## config.mk

```make
export PLATFORM = sky130hd
export DESIGN_NAME = fir_transposed_ntap
export DESIGN_NICKNAME = d
export VERILOG_FILES = /design/src/rtl/fir_transposed_ntap.sv
export SDC_FILE = /design/constraint.sdc
export NUM_CORES = 2
export LEC_CHECK = 0
export CORE_MARGIN = 2
export CORE_UTILIZATION = 55
export CTS_CLUSTER_SIZE = 16
export DETAILED_ROUTE_END_ITERATION = 10
export GPL_ROUTABILITY_DRIVEN = 0
export PLACE_DENSITY = 0.74
export SYNTH_ARGS = -nofsm -noshare
export SYNTH_HDL_FRONTEND = slang
export SYNTH_SLANG_ARGS = --single-unit
```

## constraint.sdc

```tcl
create_clock -name clk -period 6.1 [get_ports clk]
set_input_delay 0.61 -clock clk [delete_from_list [all_inputs] [get_ports clk]]
set_output_delay 0.61 -clock clk [all_outputs]
set_load 0.01 [all_outputs]
```

## src/rtl/fir_transposed_ntap.sv

```systemverilog
// N-tap transposed-form FIR with runtime-loadable coefficients and valid-qualified streaming.
// Latency: 1 cycle from in_valid to out_valid; y holds between results.
// No backpressure: one result per accepted sample. Define FIR_SAT_EN for round+saturate output.
module fir_transposed_ntap #(
    parameter int TAPS   = 8,
    parameter int DATA_W = 16,
    parameter int COEF_W = 16,
    parameter int OUT_W  = 16,
    parameter int SHIFT  = 0
) (
    input  logic                     clk,
    input  logic                     rst,
    input  logic                     clear,
    input  logic                     in_valid,
    input  logic [DATA_W-1:0]        x,
    input  logic                     coef_we,
    input  logic [$clog2(TAPS)-1:0]  coef_addr,
    input  logic [COEF_W-1:0]        coef_data,
    output logic                     out_valid,
    output logic [OUT_W-1:0]         y,
    output logic                     sat
);

    localparam int AW    = $clog2(TAPS);
    localparam int ACC_W = DATA_W + COEF_W + AW;

    // h_q[k] is tap k; z_q[j] holds the partial sum z[j+1] of the transposed delay line
    logic [COEF_W-1:0] h_q [TAPS];
    logic [ACC_W-1:0]  z_q [TAPS-1];
    logic [ACC_W-1:0]  z_d [TAPS-1];
    logic [ACC_W-1:0]  prod [TAPS];
    logic [ACC_W-1:0]  acc;
    logic [OUT_W-1:0]  y_q, y_d;
    logic              out_valid_q;

    // Full-precision products: operands sign-extended to ACC_W so the low ACC_W bits are exact
    always_comb begin
        for (int k = 0; k < TAPS; k++) begin
            prod[k] = {{(ACC_W-DATA_W){x[DATA_W-1]}}, x} *
                      {{(ACC_W-COEF_W){h_q[k][COEF_W-1]}}, h_q[k]};
        end
    end

    // Output tap sum and next delay-line contents for an accepted sample
    always_comb begin
        acc = prod[0] + z_q[0];
        for (int j = 0; j < TAPS-2; j++) begin
            z_d[j] = prod[j+1] + z_q[j+1];
        end
        z_d[TAPS-2] = prod[TAPS-1];
    end

`ifdef FIR_SAT_EN
    localparam logic [ACC_W:0] RND  = (SHIFT > 0) ?
                                      ((ACC_W+1)'(1) << ((SHIFT > 0) ? SHIFT-1 : 0)) : '0;
    localparam logic [ACC_W:0] MAXV = {{(ACC_W+2-OUT_W){1'b0}}, {(OUT_W-1){1'b1}}};
    localparam logic [ACC_W:0] MINV = {{(ACC_W+2-OUT_W){1'b1}}, {(OUT_W-1){1'b0}}};

    logic [ACC_W:0] rnd, shv;
    logic           sat_q, sat_d;

    // Round half-up (one extra bit so the rounding add cannot overflow), shift, then clamp
    always_comb begin
        rnd   = {acc[ACC_W-1], acc} + RND;
        shv   = $signed(rnd) >>> SHIFT;
        y_d   = OUT_W'(shv);
        sat_d = 1'b0;
        if ($signed(shv) > $signed(MAXV)) begin
            y_d   = OUT_W'(MAXV);
            sat_d = 1'b1;
        end else if ($signed(shv) < $signed(MINV)) begin
            y_d   = OUT_W'(MINV);
            sat_d = 1'b1;
        end
    end

    // Saturation flag tracks the most recent result only
    always_ff @(posedge clk or negedge rst) begin
        if (!rst) begin
            sat_q <= 1'b0;
        end else if (in_valid && !clear) begin
            sat_q <= sat_d;
        end
    end

    assign sat = sat_q;
`else
    // Truncating shift and wrap to OUT_W bits
    always_comb begin
        y_d = OUT_W'($signed(acc) >>> SHIFT);
    end

    assign sat = 1'b0;
`endif

    // Coefficient bank, delay line and output register; clear flushes history but keeps h
    always_ff @(posedge clk or negedge rst) begin
        if (!rst) begin
            h_q         <= '{default: '0};
            z_q         <= '{default: '0};
            y_q         <= '0;
            out_valid_q <= 1'b0;
        end else begin
            // Addresses >= TAPS match no entry, so such writes are dropped
            for (int k = 0; k < TAPS; k++) begin
                if (coef_we && coef_addr == AW'(k)) begin
                    h_q[k] <= coef_data;
                end
            end
            if (clear) begin
                z_q         <= '{default: '0};
                out_valid_q <= 1'b0;
            end else if (in_valid) begin
                z_q         <= z_d;
                y_q         <= y_d;
                out_valid_q <= 1'b1;
            end else begin
                out_valid_q <= 1'b0;
            end
        end
    end

    assign y         = y_q;
    assign out_valid = out_valid_q;

endmodule

```

# Word-level counts from Yosys, hierarchy flattened
# Cells that the tools add are included.
[op_classes]
n_reduce_logical = 11
multipliers = 8
mux = 4
bitwise = 1
n_addsub = 7
n_eq_ne = 7
[op_table]
columns = ["cell", "count"]
rows = [
  ["226-bit two-way mux", 2],
  ["16-bit by 16-bit multiplier with 32-bit output", 6],
  ["35-bit adder", 5],
  ["16-bit adder", 2],
  ["16-bit by 16-bit multiplier with 16-bit output", 2],
  ["3-bit equality test, second input constant", 4],
  ["1-bit logical AND", 8],
  ["3-bit by 2-bit equality test with 1-bit output, second input constant", 2],
  ["3-bit by 1-bit equality test with 1-bit output, second input constant", 1],
  ["3-bit zero test", 1],
  ["1-bit two-way mux", 2],
  ["2-bit AND reduction", 1],
  ["2-bit nonzero test", 1],
  ["1-bit NOT", 1],
]
[totals]
word_cells = 55
out_inout_bits = 18
regBits = 352
in_bits = 40

# Logic depth before layout (Yosys ltp)
[logic_depth]
ltp_word = 4
depth_mapped = 34
depth_no_buf = 31

# Least setup slack after synthesis
# OpenSTA, ideal clock, no wires.
[synth_path]
path_kind = "in2reg"
startpoint = "input x[1]"
endpoint = "register z_q[120] (netlist name)"
setup_time_ps = 78
setup_slack_ps = -692
required_time_ps = 6022
stages = 31
arrival_ps = 6714
path_buffers = 3
path_cell_list = "clkbuf_1 > clkbuf_1 > clkbuf_1 > nand2_1 > fa_1 > fa_1 > inv_1 > ha_1 > inv_1 > fa_1 > inv_1 > ha_1 > inv_1 > fa_1 > inv_1 > ha_1 > o21a_1 > o31a_1 > o21ai_0 > a21boi_1 > nor2_1 > ha_1 > a21oi_1 > o21ai_0 > a21o_1 > a41o_1 > a21o_1 > a221oi_2 > or3_1 > nand3_1 > a21oi_1"
[synth_via]
elab_chain_cells = 4
[synth_lines]
columns = ["item", "line", "rtl"]
rows = [
  ["from (decl)", "15", "input logic [DATA_W-1:0] x,"],
  ["16-bit by 16-bit multiplier with 32-bit output", "39", "prod[k] = {{(ACC_W-DATA_W){x[DATA_W-1]}}, x} *"],
  ["35-bit adder", "48", "z_d[j] = prod[j+1] + z_q[j+1];"],
  ["226-bit two-way mux", "113", "end else if (in_valid) begin"],
  ["226-bit two-way mux", "110", "if (clear) begin"],
  ["to (signal assigned)", "114", "z_q <= z_d;"],
  ["to (decl)", "29", "logic [ACC_W-1:0] z_q [TAPS-1];"],
]
# Every way passes these cells. The select of a mux whose other input is x is not followed.
# A chain may end at the register's enable or synchronous reset.

# Final worst setup path
[layout_path]
startpoint = "register h_q[54] (netlist name)"
endpoint = "register z_q[120] (netlist name)"
[layout_via]
elab_chain_cells = 4
[layout_lines]
columns = ["item", "line", "rtl"]
rows = [
  ["from (decl)", "28", "logic [COEF_W-1:0] h_q [TAPS];"],
  ["from (signal, indexed assignment)", "107", "h_q[k] <= coef_data;"],
  ["16-bit by 16-bit multiplier with 32-bit output", "39", ""],
  ["35-bit adder", "48", ""],
  ["226-bit two-way mux", "113", ""],
  ["226-bit two-way mux", "110", ""],
]
# Every way passes these cells. The select of a mux whose other input is x is not followed.

==> results.json <==
{
  "outcome": "complete, no violations",
  "grt_pass1_vias": 37790,
  "die_w_um": 295.3,
  "async_reset_ff_share_pct": 100.0,
  "yosysSeqAreaShare_pct": 13.78,
  "cp-end-kind": "register",
  "slew_headroom_pct": 10.82,
  "grt_pass1_wl_mm": 198.5,
  "cts_tree": "done",
  "hold_path_class": "in2async",
  "grt-ovfl-total": 0,
  "synthToLayoutAreaGrowth_pct": 14.66,
  "cp_slowest_cell": "fa_1",
  "slew_violations": 0,
  "antenna_found_initial": 4,
  "cpPeakStageDelay_ps": 540,
  "synth-seq-cells": 257,
  "die-area_mm2": 0.08723,
  "grt_use_total_pct": 28.99,
  "postRouteAntennaNets": 0,
  "setup_viol": 0,
  "r2r_cells": 23,
  "yosys.area.top_type": "fa_1",
  "layout.nets": 6773,
  "crit_required_ps": 6520,
  "crit_buf_inv": 6,
  "clk_transition_reported_paths_ps": 50,
  "synth-xor-area-share_pct": 7.298,
  "synth_ff_type": "dfrtp_1",
  "die_y_um": 295.3,
  "fp-row-count": 106,
  "drt_iter0_drc": 2393,
  "cp_cell_sequence": "buf_6, buf_4, and2_4, fa_1, inv_2, fa_1, fa_2, fa_1, inv_2, fa_1, inv_1, fa_1, inv_2, ha_4, o21a_1, o41a_1, xor2_1, ha_1, and3_1, a221oi_2, or3_1, nand3_1, a21oi_1",
  "ys_types": 60,
  "crit_path_start_kind": "register",
  "drive_gt1_share_pct": 15.37,
  "synth_compound_area_share_pct": 4.722,
  "dp.cells": 6533,
  "grt_max_degree": 165,
  "finalCriticalPeriod_ps": 6063,
  "wl_per_cell_um": 18.39,
  "synthAdderAreaFrac_pct": 43.87,
  "synth_top_family_by_area": "adder cells",
  "ys_warn_count": 0,
  "synthMuxAreaShare_pct": 4.588,
  "drtPass1Iterations": 5,
  "yosys.area_share.simple_pct": 15.41,
  "hpwl_mm": 96.09,
  "synthesis.area_per_instance_um2": 8.993,
  "min_period_over_period_pct": 99.39,
  "drv_cap": 0,
  "cts_buffers": 37,
  "io_pins": 58,
  "cts_sinks": 257,
  "via_per_inst": 5.367,
  "critical_path.top_delay_family": "adder cells",
  "insertion_delay_ps": 580,
  "place_worst_setup_slack_ps": -645.6,
  "cpMostUsedCell": "fa_1",
  "synth_edf_count": 0,
  "worstPathArrival_ps": 6480,
  "r2r_slack_ps": 40,
  "synth.top_cells.by_count": "inv_1 (1049), fa_1 (665), nand2_1 (632), ha_1 (573), and2_1 (524)",
  "path_depth": 23,
  "numPortBuffers": 56,
  "num_antenna_cells": 0,
  "yosys-top-cells-area": "fa_1 (29%), ha_1 (15%), dfrtp_1 (14%)",
  "yosysMostFrequentCell": "inv_1",
  "syn-num-nets": 6469,
  "hold_violations": 0,
  "rsz0062_at_grt": "true",
  "setup_ws_ps": 37.34,
  "start_util_pct": 55.70,
  "netlist.area_leader.share_pct": 28.52,
  "cts_root_buffer": "clkbuf_16",
  "syn_inst": 5191,
  "routed_wl_mm": 122.4,
  "clock_path_buffers": 3,
  "synth_area_mm2": 0.04668,
  "coreArea_mm2": 0.08382,
  "h-tree-depth": 2,
  "vias": 35720,
  "clock.fmax_mhz": 164.9,
  "clock-skew-final_ps": 21.24,
  "tightest_slew_ps": 1332,
  "crit_type": "reg2reg",
  "final_cells": 6656,
  "crit_fanout": 4,
  "drc_errors": 0
}
-- repair_timing --
action	in CTS	in global routing
setup buffers	2	57
endpoints found under the setup margin	7	27
resized for setup	8	167
hold buffers	0	0
endpoints found under the hold margin	0	0
pin swaps	5	141
-- layout make-up --
type	instances	area [um2]
inverters	1049	3938
clock inverters	21	257.7
repair buffers	498	4136
fillers	6827	30290
well taps	1134	1419
flip-flops and latches	257	6464
clock buffers	45	1059
multi-input cells	3652	36260
-- layout by cell type (no fill, tap or decap), drive strengths merged, types with 11 or more instances in the layout --
| cell | count |
|---|---|
| xor2 | 77 |
| and2 | 524 |
| nor3 | 40 |
| clkbuf | 46 |
| o21a | 22 |
| inv | 1053 |
| ha | 573 |
| nor2 | 183 |
| mux2i | 70 |
| clkdlybuf4s50 | 41 |
| or3 | 11 |
| a21oi | 109 |
| nand2 | 632 |
| fa | 665 |
| mux2 | 128 |
| a21o | 42 |
| dfrtp | 257 |
| o21bai | 22 |
| nand3 | 19 |
| a211oi | 19 |
| buf | 456 |
| o21ai | 71 |
| nand2b | 19 |
| xnor2 | 312 |
| nor2b | 26 |
-- flip-flops by register name, summed over array words and instances, names as in the netlist --
register   count
y             16
h_q          128
z_q          112
out_valid      1
-- per-stage QoR --
stage                     hold slack, ps  TNS, ps  util (%)  instance area, um2
final                              69.91        0     63.86               53530
after global placement             454.5   -10210     61.04               51160
after CTS                          97.89        0     62.64               52510
after floorplan                    314.4   -810.8         -               47330
after global routing               140.2    -1552     63.86               53530
after detailed placement           463.2   -12880     61.04               51160
-- per-layer routing --
layer | share of wire, % | wire, um | GRT usage [%]
met1 | 42 | 50800 | 38.32
met2 | 47 | 57450 | 47.45
met4 | 4.2 | 5146 | 11.45
met5 | 0.047 | 57 | 0
met3 | 7.3 | 8925 | 5.150
-- cells by family after synthesis --
| group | count (synthesis) |
|---|---|
| flip-flops | 257 |
| AO/OA/AOI/OAI | 342 |
| multiplexers | 198 |
| XOR/XNOR | 389 |
| buffers and inverters | 1282 |
| adder cells (fa/ha/maj) | 1238 |
| other | 1 |
| AND/OR/NAND/NOR | 1484 |
-- worst paths after layout --
path,from,end
max in group asynchronous,rst,h_q[17]
worst max register to register,h_q[54],z_q[120]
worst max-delay path,h_q[54],z_q[120]
worst min-delay path,rst,z_q[78]
min in group clk,clear,z_q[216]
worst min register to register,y[1],y[1]
Power is left out: the tool's default activity adds up to more than one toggle a clock period on the data nets, which glitch-free logic cannot reach.
